[src/rtl/uart_tx_arbiter.sv]
// uart_tx_arbiter
// Arbitrates two byte requesters onto a single UART transmitter. A byte is
// accepted in IDLE (ready high for one requester), launched with a one-cycle
// tx_start in SEND, then WAIT holds until tx_done or the watchdog expires.
//
// Parameters:
//   TIMEOUT  maximum WAIT cycles allowed for tx_done after tx_start
//   CNT_W    watchdog counter width (TIMEOUT must fit in CNT_W bits)
//
// Ports:
//   clk, rst_n                 clock, asynchronous active-low reset
//   req0_valid/data/ready      requester 0 handshake (ready is combinational)
//   req1_valid/data/ready      requester 1 handshake (ready is combinational)
//   tx_enable, tx_start        transmitter enable and start pulse
//   tx_data                    byte to the transmitter, held until IDLE
//   tx_done, tx_busy           transmitter end-of-frame pulse and busy flag
//   grant_id                   requester owning the current transfer
//   busy                       arbiter not idle
//   timeout                    one-cycle watchdog-expiry pulse
//
// Configuration:
//   UART_TX_ARB_RR_EN  defined: round-robin selection with a last-grant
//                      register; undefined: fixed priority, requester 0 wins.

module uart_tx_arbiter #(
  parameter int TIMEOUT = 16,
  parameter int CNT_W   = 5
) (
  input  logic       clk,
  input  logic       rst_n,
  input  logic       req0_valid,
  input  logic [7:0] req0_data,
  output logic       req0_ready,
  input  logic       req1_valid,
  input  logic [7:0] req1_data,
  output logic       req1_ready,
  output logic       tx_enable,
  output logic       tx_start,
  output logic [7:0] tx_data,
  input  logic       tx_done,
  input  logic       tx_busy,
  output logic       grant_id,
  output logic       busy,
  output logic       timeout
);

  typedef enum logic [1:0] {
    IDLE = 2'd0,
    SEND = 2'd1,
    WAIT = 2'd2
  } state_t;

  localparam logic [CNT_W-1:0] LP_LAST = CNT_W'(TIMEOUT - 1);

  state_t           r_state;
  state_t           w_next;
  logic [CNT_W-1:0] r_cnt;
  logic [7:0]       r_tx_data;
  logic             r_grant_id;
  logic             w_sel;
  logic             w_accept;
  logic             w_expire;

  assign w_accept = (r_state == IDLE) && !tx_busy && (req0_valid || req1_valid);

`ifdef UART_TX_ARB_RR_EN
  logic r_last_grant;

  // Under contention the requester that did not win last time is chosen.
  always_comb begin
    w_sel = ~req0_valid;
    if (req0_valid && req1_valid) w_sel = ~r_last_grant;
  end

  always_ff @(posedge clk or negedge rst_n) begin
    if (!rst_n)        r_last_grant <= 1'b1;
    else if (w_accept) r_last_grant <= w_sel;
  end
`else
  assign w_sel = ~req0_valid;
`endif

  always_ff @(posedge clk or negedge rst_n) begin
    if (!rst_n) r_state <= IDLE;
    else        r_state <= w_next;
  end

  // tx_done takes precedence over the watchdog when both land together.
  always_comb begin
    w_next   = r_state;
    w_expire = 1'b0;
    case (r_state)
      IDLE: if (w_accept) w_next = SEND;
      SEND: w_next = WAIT;
      WAIT: begin
        if (tx_done) begin
          w_next = IDLE;
        end else if (r_cnt == LP_LAST) begin
          w_next   = IDLE;
          w_expire = 1'b1;
        end
      end
      default: w_next = IDLE;
    endcase
  end

  // Counter is cleared while in SEND so it reads zero on the first WAIT cycle.
  always_ff @(posedge clk or negedge rst_n) begin
    if (!rst_n)                 r_cnt <= '0;
    else if (r_state == SEND)   r_cnt <= '0;
    else if (r_state == WAIT)   r_cnt <= r_cnt + 1'b1;
  end

  always_ff @(posedge clk or negedge rst_n) begin
    if (!rst_n) begin
      r_tx_data  <= '0;
      r_grant_id <= 1'b0;
    end else if (w_accept) begin
      r_tx_data  <= w_sel ? req1_data : req0_data;
      r_grant_id <= w_sel;
    end
  end

  assign req0_ready = w_accept && !w_sel;
  assign req1_ready = w_accept &&  w_sel;
  assign tx_enable  = rst_n;
  assign tx_start   = (r_state == SEND);
  assign tx_data    = r_tx_data;
  assign grant_id   = r_grant_id;
  assign busy       = (r_state != IDLE);
  assign timeout    = w_expire;

endmodule

[config.mk]
export PLATFORM = sky130hd
export DESIGN_NAME = uart_tx_arbiter
export DESIGN_NICKNAME = d
export VERILOG_FILES = /design/src/rtl/uart_tx_arbiter.sv
export SDC_FILE = /design/constraint.sdc
export NUM_CORES = 1
export LEC_CHECK = 0
export ABC_AREA = 0
export ABC_CLOCK_PERIOD_IN_PS = 2000
export CORE_ASPECT_RATIO = 1.25
export CORE_MARGIN = 10
export CORE_UTILIZATION = 42
export CTS_CLUSTER_SIZE = 16
export DETAILED_ROUTE_END_ITERATION = 8
export HOLD_SLACK_MARGIN = 0.08
export PLACE_DENSITY_LB_ADDON = 0.3
export SLEW_MARGIN = 20
export SYNTH_ARGS = -nofsm -noshare
export SYNTH_HDL_FRONTEND = slang
export SYNTH_SLANG_ARGS = --single-unit
[constraint.sdc]
create_clock -name clk -period 2 [get_ports clk]
set_input_delay 0.4 -clock clk [delete_from_list [all_inputs] [get_ports clk]]
set_output_delay 0.4 -clock clk [all_outputs]
set_load 0.02 [all_outputs]
==> impl_metrics.tcl, run 1 <==
set metrics [dict create \
    status "complete, no violations" \
    post_synth_main_area_contributors "dfrtp_1 44%, a221o_1 8.9%, ha_1 8.3%" \
    arrival_ns 1.52 \
    post_drt_via_cell_ratio 5.64 \
    synth.most_common_cell "dfrtp_1" \
    synth_fp_nets 114 \
    layout-drive-gt1-share 0.232 \
    detail_route.wirelength_um 2800 \
    overflow 0 \
    first_pass_grt_wire_length_um 4390 \
    seq_power_share 0.292 \
    fp.dieW_um 61.5 \
    worstSetupPathType "reg -> out" \
    fmax_mhz 522 \
    peakVddDrop_uv 892 \
    synth_common_cells "16 x dfrtp_1, 8 x a221o_1, 8 x inv_1, 8 x nor4b_1, 6 x ha_1" \
    internal-power_w 0.00119 \
    dpl.hpwl_um 2240 \
    fill_cells 153 \
    share_comb_of_total_power 0.596 \
    critical_path.startpoint_type "flip-flop" \
    max_cap_viol_count 0 \
    detailedRoute.firstIterationViolations 52 \
    power.clock.fraction 0.113 \
    preCtsSetupSlack_ns -0.331 \
    average_wire_per_cell_in_the_routed_design_um 17.7 \
    synth-warning-count 0 \
    die_area_um2 4420 \
    cts_post_setup_buffers_inserted 0 \
    cts_tree "yes" \
    rsz0062_at_grt "false" \
    number_of_top_level_pins 37 \
    cts_inserted_buffers 3 \
    synth_edf_count 0 \
    post_synthesis_instance_area_um2 903 \
    drt_first_pass_iters 4 \
    reg2reg_setup_slack_ns 0.19 \
    maxSlewViolCount 0 \
    yosys_most_used_dff "dfrtp_1" \
    async_flop_share 1.00 \
    drc_errors 0 \
    place.gp.congestion 0.754 \
    clock_tree.buffer_depth 2 \
    clkSlewWorstSetupHoldPaths_ns 0.10 \
    ys_ff_latch 16 \
    postSynthCellCount 86 \
    slew_worst_pin_ns 0.336 \
    root_buffer "clkbuf_4" \
    power.switching_fraction 0.391 \
    post-synth-top-area-fraction 0.443 \
    gr-usage-all-layers 0.128 \
    path_max_fanout 2 \
    seq_area_frac_synth 0.443 \
    worst_hold_path_type "reg -> reg" \
    finalPower_w 0.00195 \
    p_per_area_nw_per_um2 1370 \
    route.antenna.remaining_nets 0 \
    synth_top_area_cell "dfrtp_1" \
    syn_to_final_growth_pct 57.1 \
    antenna-diode-count 0 \
    die_h_um 71.9 \
    final-setup-viol-count 0 \
    finalClockSkew_ns 0.00411 \
    cts_hold_buf 0 \
    min_period_over_period 0.958 \
    clkLatencyLatePin_ns 0.29 \
    standby_leakage_power_nw 0.644 \
    starting_density 0.451 \
    numPortBuffers 36 \
    netSwitchingPower_w 0.000762 \
    postLayoutSetupSlackWorst_ns 0.0839 \
    required_ns 1.60 \
    antenna_found_initial 0 \
    post-route-min-period_ns 1.92 \
    endpoints_failing_hold 0 \
    cts.htree.levels 1 \
    grt_pass1_vias 914 \
    synth_cell_type_count 27 \
    post_synth.cell_area_avg_um2 10.5 \
    end_kind "output pin" \
    grt_start_max_net_pins 17 \
    core_area_um2 2000 \
    total_clock_sinks 16 \
    num_vias 891 \
    timing.slew.headroom 0.773 \
    final_net_count 167 \
    num_rows 18 \
]
## through the flow
step,hold slack [ns],std cells,cell area [um2],util,TNS (ns)
CTS,0.527,158,1410,0.703,0
global route,0.553,158,1420,0.708,0
finish,0.523,158,1420,0.708,0
global placement,0.497,154,1390,0.691,-0.584
floorplan,0.104,86,903,-,0
detailed placement,0.500,154,1390,0.691,-0.634
## layer usage
layer | routed length [um] | vias up | track usage
met5 | 0 | - | 0
met4 | 53 | 0 | 0.0473
met3 | 212 | 10 | 0.0423
met2 | 1440 | 40 | 0.215
met1 | 1090 | 417 | 0.142
li1 | - | 424 | -
## worst max-delay path: stages (launching register included)
cell and delay, ns:
dfrtp_1 0.40, ha_2 0.19, and3_1 0.14, ha_2 0.17, and3b_1 0.17, buf_4 0.15
## flip-flops by register name, summed over array words and instances, names as in the netlist
register	flops
r_cnt	5
grant_id	1
tx_data	8
r_state	2
## kinds of logic (layout without fill, tap and decap cells)
logic type / Yosys count / in the layout / synth area share
simple gates: 28 / 28 / 0.199
compound gates: 20 / 20 / 0.175
flops: 16 / 16 / 0.443
buf+inv: 14 / 66 / 0.0762
fa+ha+maj: 6 / 6 / 0.0831
mux: 2 / 2 / 0.0235
## worst paths after layout
| kind | cells past startpoint | from | to |
|---|---|---|---|
| min in group asynchronous | 2 | rst_n | r_state[0]$_DFFE_PN0P_ |
| min | 1 | tx_data[6]$_DFFE_PN0P_ | tx_data[6]$_DFFE_PN0P_ |
| min reg2reg | 1 | tx_data[6]$_DFFE_PN0P_ | tx_data[6]$_DFFE_PN0P_ |
| max | 5 | r_cnt[0]$_DFFE_PN0P_ | timeout |
| max in group asynchronous | 2 | rst_n | tx_data[4]$_DFFE_PN0P_ |
| max reg2reg | 7 | r_cnt[0]$_DFFE_PN0P_ | r_state[1]$_DFFE_PN0P_ |
## cells in the final DEF, fill, tap and decap left out, types with 2 or more instances in the layout
| cell | n |
|---|---|
| a221o_1 | 8 |
| o21a_1 | 2 |
| o211ai_1 | 4 |
| nor4b_1 | 8 |
| nand3b_1 | 2 |
| o21ai_0 | 4 |
| ha_2 | 3 |
| buf_4 | 20 |
| clkbuf_4 | 3 |
| dfrtp_1 | 16 |
| ha_1 | 3 |
| inv_1 | 7 |
| nand2_1 | 5 |
| nor2_1 | 4 |
| o22ai_1 | 2 |
| clkdlybuf4s50_1 | 30 |
| dlygate4sd2_1 | 2 |
## final cells by class
cell class                      instances  area [um2]  share of cell area
Clock buffer                            4        36.3              0.0256
Multi-Input combinational cell         56         442               0.311
Tap cell                               20        25.0              0.0176
Inverter                                8        30.0              0.0212
Sequential cell                        16         400               0.282
Timing Repair Buffer                   54         485               0.342
## power by group through the flow
stage | clock, W | sequential (W) | combinational [W]
after floorplan | 0 | 0.000677 | 0.000511
after global placement | 0 | 0.000560 | 0.00114
after detailed placement | 0 | 0.000575 | 0.00117
after CTS | 0.000221 | 0.000567 | 0.00116
after global routing | 0.000232 | 0.000589 | 0.00128
final | 0.000220 | 0.000569 | 0.00116
## timing repair
action                     CTS  global route
gates cloned                 0             0
setup endpoints to repair    5             4
resized for setup           13             8
Note: power is estimated with default switching activity, not from simulation.
==> inputs of run 2 (changes only) <==
- SKIP_LAST_GASP: unset -> 1
==> run 2 against run 1 <==
Net effect:
- maximum frequency fell by 2.2%
- via count rose by 1.0%
- clock power barely moved
- global-route usage barely moved
- setup slack got worse by 0.042 ns
- count of clock-buffer cells in the layout did not move
- sequential share of layout area rose by 0.10 points
- routed wire length rose by 0.50%
- power fell by 0.58%
- register-to-register slack barely moved
- non-clock buffer count did not move
- critical path type unchanged
==> impl_metrics.tcl, run 2 (synthesized netlist as in run 1, its figures left out) <==
set metrics [dict create \
    status "complete, no violations" \
    worstSetupPathType "reg -> out" \
    finalClockSkew_ns 0.00423 \
    core_area_um2 2000 \
    timing.slew.headroom 0.775 \
    gr-usage-all-layers 0.127 \
    grt_start_max_net_pins 17 \
    placedInstanceArea_um2 1390 \
    overflow 0 \
    numPortBuffers 36 \
    num_rows 18 \
    mostFrequentLayoutCells "30 x clkdlybuf4s50_1, 19 x buf_4, 16 x dfrtp_1" \
    endpoints_failing_hold 0 \
    seq_power_share 0.293 \
    die_area_um2 4420 \
    arrival_ns 1.56 \
    fp.dieW_um 61.5 \
    required_ns 1.60 \
    cts_tree "yes" \
    final-setup-viol-count 0 \
    post_drt_via_cell_ratio 5.70 \
    detailedRoute.firstIterationViolations 52 \
    total_clock_sinks 16 \
    clkSlewWorstSetupHoldPaths_ns 0.10 \
    internal-power_w 0.00118 \
    starting_density 0.451 \
    drt_first_pass_iters 6 \
    post-route-min-period_ns 1.96 \
    num_vias 900 \
    grt.met3_usage 0.0406 \
    peakVddDrop_uv 858 \
    grt_util_met2 0.215 \
    average_wire_per_cell_in_the_routed_design_um 17.8 \
    end_kind "output pin" \
    min_period_over_period 0.979 \
    slew_worst_pin_ns 0.333 \
    grt_most_used_layer "met2" \
    route.antenna.remaining_nets 0 \
    root_buffer "clkbuf_4" \
    rsz0062_at_grt "true" \
    critical_path.startpoint_type "flip-flop" \
    drc_errors 0 \
    place.gp.congestion 0.754 \
    cts_post_setup_buffers_inserted 0 \
    cts_hold_buf 0 \
    grt_pass1_vias 911 \
    syn_to_final_growth_pct 56.5 \
    cts.htree.levels 1 \
    cts_inserted_buffers 3 \
    fmax_mhz 511 \
    antenna_found_initial 0 \
    maxSlewViolCount 0 \
    stdcell_area_um2 1410 \
    gr-usage-met1 0.142 \
    first_pass_grt_wire_length_um 4370 \
    largest_register_ff_count 8 \
    postLayoutSetupSlackWorst_ns 0.0416 \
    hold-worst-slack_ns 0.523 \
    netSwitchingPower_w 0.000759 \
    final_common_cell "clkdlybuf4s50_1" \
    share_comb_of_total_power 0.594 \
    worst_hold_path_type "reg -> reg" \
    number_of_top_level_pins 37 \
    max_cap_viol_count 0 \
    dpl.hpwl_um 2240 \
    power.clock.fraction 0.113 \
    detail_route.wirelength_um 2820 \
    power.switching_fraction 0.392 \
    layout-drive-gt1-share 0.217 \
    antenna-diode-count 0 \
    preCtsSetupSlack_ns -0.331 \
    clkLatencyLatePin_ns 0.29 \
    final_net_count 167 \
    path_max_fanout 2 \
    clock_tree.buffer_depth 2 \
    p_per_area_nw_per_um2 1370 \
    die_h_um 71.9 \
    standby_leakage_power_nw 0.646 \
]
[run 2: critical path, stage by stage, from the launching register on]
cell and delay [ns]:
dfrtp_1 0.41, inv_1 0.09, ha_1 0.18, nand2b_1 0.08, or2_1 0.24, nor2_1 0.09
clkbuf_2 0.18
[run 2: worst paths after layout]
check                                       startpoint                     end  slack, ns  depth (start not counted)
worst max-delay path            r_state[0]$_DFFE_PN0P_              req1_ready       0.04                          6
worst min-delay path            tx_data[6]$_DFFE_PN0P_  tx_data[6]$_DFFE_PN0P_       0.52                          1
worst max register to register    r_cnt[0]$_DFFE_PN0P_  r_state[1]$_DFFE_PN0P_       0.19                          7
worst min register to register  tx_data[6]$_DFFE_PN0P_  tx_data[6]$_DFFE_PN0P_       0.52                          1
max in group asynchronous                        rst_n  tx_data[4]$_DFFE_PN0P_       1.28                          2
min in group asynchronous                        rst_n  r_state[0]$_DFFE_PN0P_       0.53                          2
[run 2: layout make-up]
type,count,area [um2]
Timing Repair Buffer,54,483
Inverter,8,30.0
Sequential cell,16,400
Tap cell,20,25.0
Fill cell,153,591
Clock buffer,4,36.3
Multi-Input combinational cell,56,439
[run 2: stage by stage]
stage | TNS [ns] | utilization | std cells | power, W
final | 0 | 0.705 | 158 | 0.00194
after global routing | -0.0500 | 0.705 | 158 | 0.00208
after CTS | -0.113 | 0.705 | 158 | 0.00195
after detailed placement | -0.634 | 0.691 | 154 | 0.00174
after global placement | -0.584 | 0.691 | 154 | 0.00170
after floorplan | 0 | - | 86 | 0.00119
[run 2: power by group through the flow]
stage,logic [W],registers [W],clock network (W)
floorplan,0.000511,0.000677,0
global placement,0.00114,0.000560,0
detailed placement,0.00117,0.000575,0
CTS,0.00116,0.000567,0.000221
global route,0.00126,0.000587,0.000232
finish,0.00115,0.000568,0.000220
[run 2: repair_timing]
item	CTS	global route
pin swaps	0	0
gates resized for setup	10	7
endpoints found under the setup margin	5	4
endpoints found under the hold margin	0	0
[run 2: per-layer routing]
layer	up-vias	wire, um	share of wire
met3	10	214	0.076
met4	0	53	0.019
met1	420	1110	0.40
met2	46	1430	0.51
li1	424	-	-
met5	-	0	0
==> inputs of run 3 (changes only) <==
- CORE_UTILIZATION: 42 -> 38
- CTS_CLUSTER_DIAMETER: unset -> 120
==> run 3 against run 2 <==
Net effect:
- clock power up 2%
- sequential power down 0.7%
- hold slack worse by 0.038 ns
- cell count up 7.0%
- via count down 7.1%
- first-iteration DRC count down 60%
==> impl_metrics.tcl, run 3 (synthesized netlist as in run 1, its figures left out) <==
set metrics [dict create \
    required_ns 1.60 \
    fmax_mhz 518 \
    average_wire_per_cell_in_the_routed_design_um 15.6 \
    post_drt_via_cell_ratio 4.95 \
    route.antenna.remaining_nets 0 \
    timing.rr.end "r_state[1]$_DFFE_PN0P_" \
    endpoints_failing_hold 0 \
    finalSetupTns_ns 0 \
    largest_register_ff_count 8 \
    timing.reg2reg.worst_path_depth 7 \
    num_vias 836 \
    detailedRoute.firstIterationViolations 21 \
    timing.slew.headroom 0.776 \
    overflow 0 \
    number_of_top_level_pins 37 \
    final-setup-viol-count 0 \
    crit_buf_inv 2 \
    max_cap_viol_count 0 \
    post-route-min-period_ns 1.93 \
    cts_inserted_buffers 3 \
    layout-drive-gt1-share 0.217 \
    path_max_fanout 2 \
    critical_path.startpoint_type "flip-flop" \
    numPortBuffers 36 \
    antenna-diode-count 0 \
    cts.htree.levels 1 \
    place.gp.congestion 0.756 \
    root_buffer "clkbuf_4" \
    end_kind "output pin" \
    detail_route.wirelength_um 2640 \
    die_area_um2 4740 \
    num_rows 19 \
    rsz0062_at_grt "true" \
    gr-usage-all-layers 0.115 \
    first_pass_grt_wire_length_um 4370 \
    fill_cells 209 \
    power.switching_fraction 0.388 \
    clkSlewWorstSetupHoldPaths_ns 0.11 \
    clkLatencyLatePin_ns 0.29 \
    hold-worst-slack_ns 0.485 \
    peakVddDrop_uv 884 \
    p_per_area_nw_per_um2 1350 \
    arrival_ns 1.53 \
    core_area_um2 2230 \
    seq_power_share 0.293 \
    maxSlewViolCount 0 \
    reg2reg_setup_slack_ns 0.21 \
    power.clock.fraction 0.117 \
    finalClockSkew_ns 0.00463 \
    share_comb_of_total_power 0.591 \
    dpl.hpwl_um 2130 \
    slew_worst_pin_ns 0.331 \
    grt_pass1_vias 909 \
    crit_cells 6 \
    starting_density 0.404 \
    stdcell_area_um2 1420 \
    die_h_um 74.5 \
    fp.dieW_um 63.6 \
    final_net_count 167 \
    family_with_the_most_delay_on_the_worst_path "simple AND/OR/NAND/NOR gates" \
    cp_cell_sequence "inv_1 > ha_1 > nand2b_1 > or2_1 > nor2_1 > clkbuf_2" \
    syn_to_final_growth_pct 57.5 \
    worst_hold_path_type "in -> async" \
    standby_leakage_power_nw 0.637 \
    drc_errors 0 \
    worstSetupPathType "reg -> out" \
    slowest_stage "dfrtp_1" \
    drt_first_pass_iters 2 \
    antenna_found_initial 0 \
    finalPower_w 0.00193 \
    cts_hold_buf 0 \
    mostFrequentLayoutCells "31 x clkdlybuf4s50_1, 18 x buf_4, 16 x dfrtp_1" \
    final_common_cell "clkdlybuf4s50_1" \
    crit_path_max_incr_delay_ns 0.40 \
    placedInstanceArea_um2 1400 \
    clock_tree.buffer_depth 2 \
    status "complete, no violations" \
    preCtsSetupSlack_ns -0.338 \
    netSwitchingPower_w 0.000748 \
    rr_startpoint "r_cnt[0]$_DFFE_PN0P_" \
    cts_tree "yes" \
    min_period_over_period 0.966 \
    total_clock_sinks 16 \
    postLayoutSetupSlackWorst_ns 0.0677 \
    internal-power_w 0.00118 \
    grt_start_max_net_pins 17 \
]
==> run 3: worst max path at each step <==
| stage | to | start |
|---|---|---|
| 2_1_floorplan | req1_ready | r_state[0]$_DFFE_PN0P_ |
| 3_3_place_gp | req1_ready | tx_busy |
| 3_5_place_dp | req1_ready | tx_busy |
| 4_1_cts | req1_ready | r_state[0]$_DFFE_PN0P_ |
| 5_1_grt | req1_ready | r_state[0]$_DFFE_PN0P_ |
| 6_report | req1_ready | r_state[0]$_DFFE_PN0P_ |
==> run 3: through the flow <==
stage	utilization	cells
5_1_grt	0.637	169
4_1_cts	0.639	169
6_report	0.637	169
3_3_place_gp	0.626	165
2_1_floorplan	-	86
3_5_place_dp	0.626	165
==> run 3: timing repair <==
action | CTS | global route
setup endpoints to repair | 5 | 3
setup buffers | 0 | 0
endpoints found under the hold margin | 0 | 0
gates resized for setup | 10 | 5
==> run 3: worst reg2reg max path, stage by stage (launching register included) <==
cell and delay (ns):
dfrtp_1 0.40, ha_2 0.19, and3_1 0.15, ha_2 0.17, buf_4 0.13, or3b_2 0.47
nand2_1 0.08, o211ai_1 0.09
==> run 3: routing by layer <==
layer,routed length [um],vias up,part of all wire,global-route usage
met2,1260,26,0.48,0.194
li1,-,422,-,-
met4,29,0,0.011,0.0438
met1,1230,384,0.47,0.141
met5,0,-,0,0
met3,116,4,0.044,0.0255
==> run 3: cell type report <==
cell class | instances | area, um2 | area share
multi-input cells | 56 | 439 | 0.309
flip-flops and latches | 16 | 400 | 0.281
inverters | 8 | 30.0 | 0.0211
well taps | 31 | 38.8 | 0.0273
repair buffers | 54 | 478 | 0.336
clock buffers | 4 | 36.3 | 0.0255
==> run 3: power groups by stage <==
stage	clock, W	combinational, W	sequential, W
global route	0.000238	0.00126	0.000582
detailed placement	0	0.00117	0.000570
global placement	0	0.00114	0.000560
CTS	0.000226	0.00115	0.000564
floorplan	0	0.000511	0.000677
finish	0.000224	0.00114	0.000564
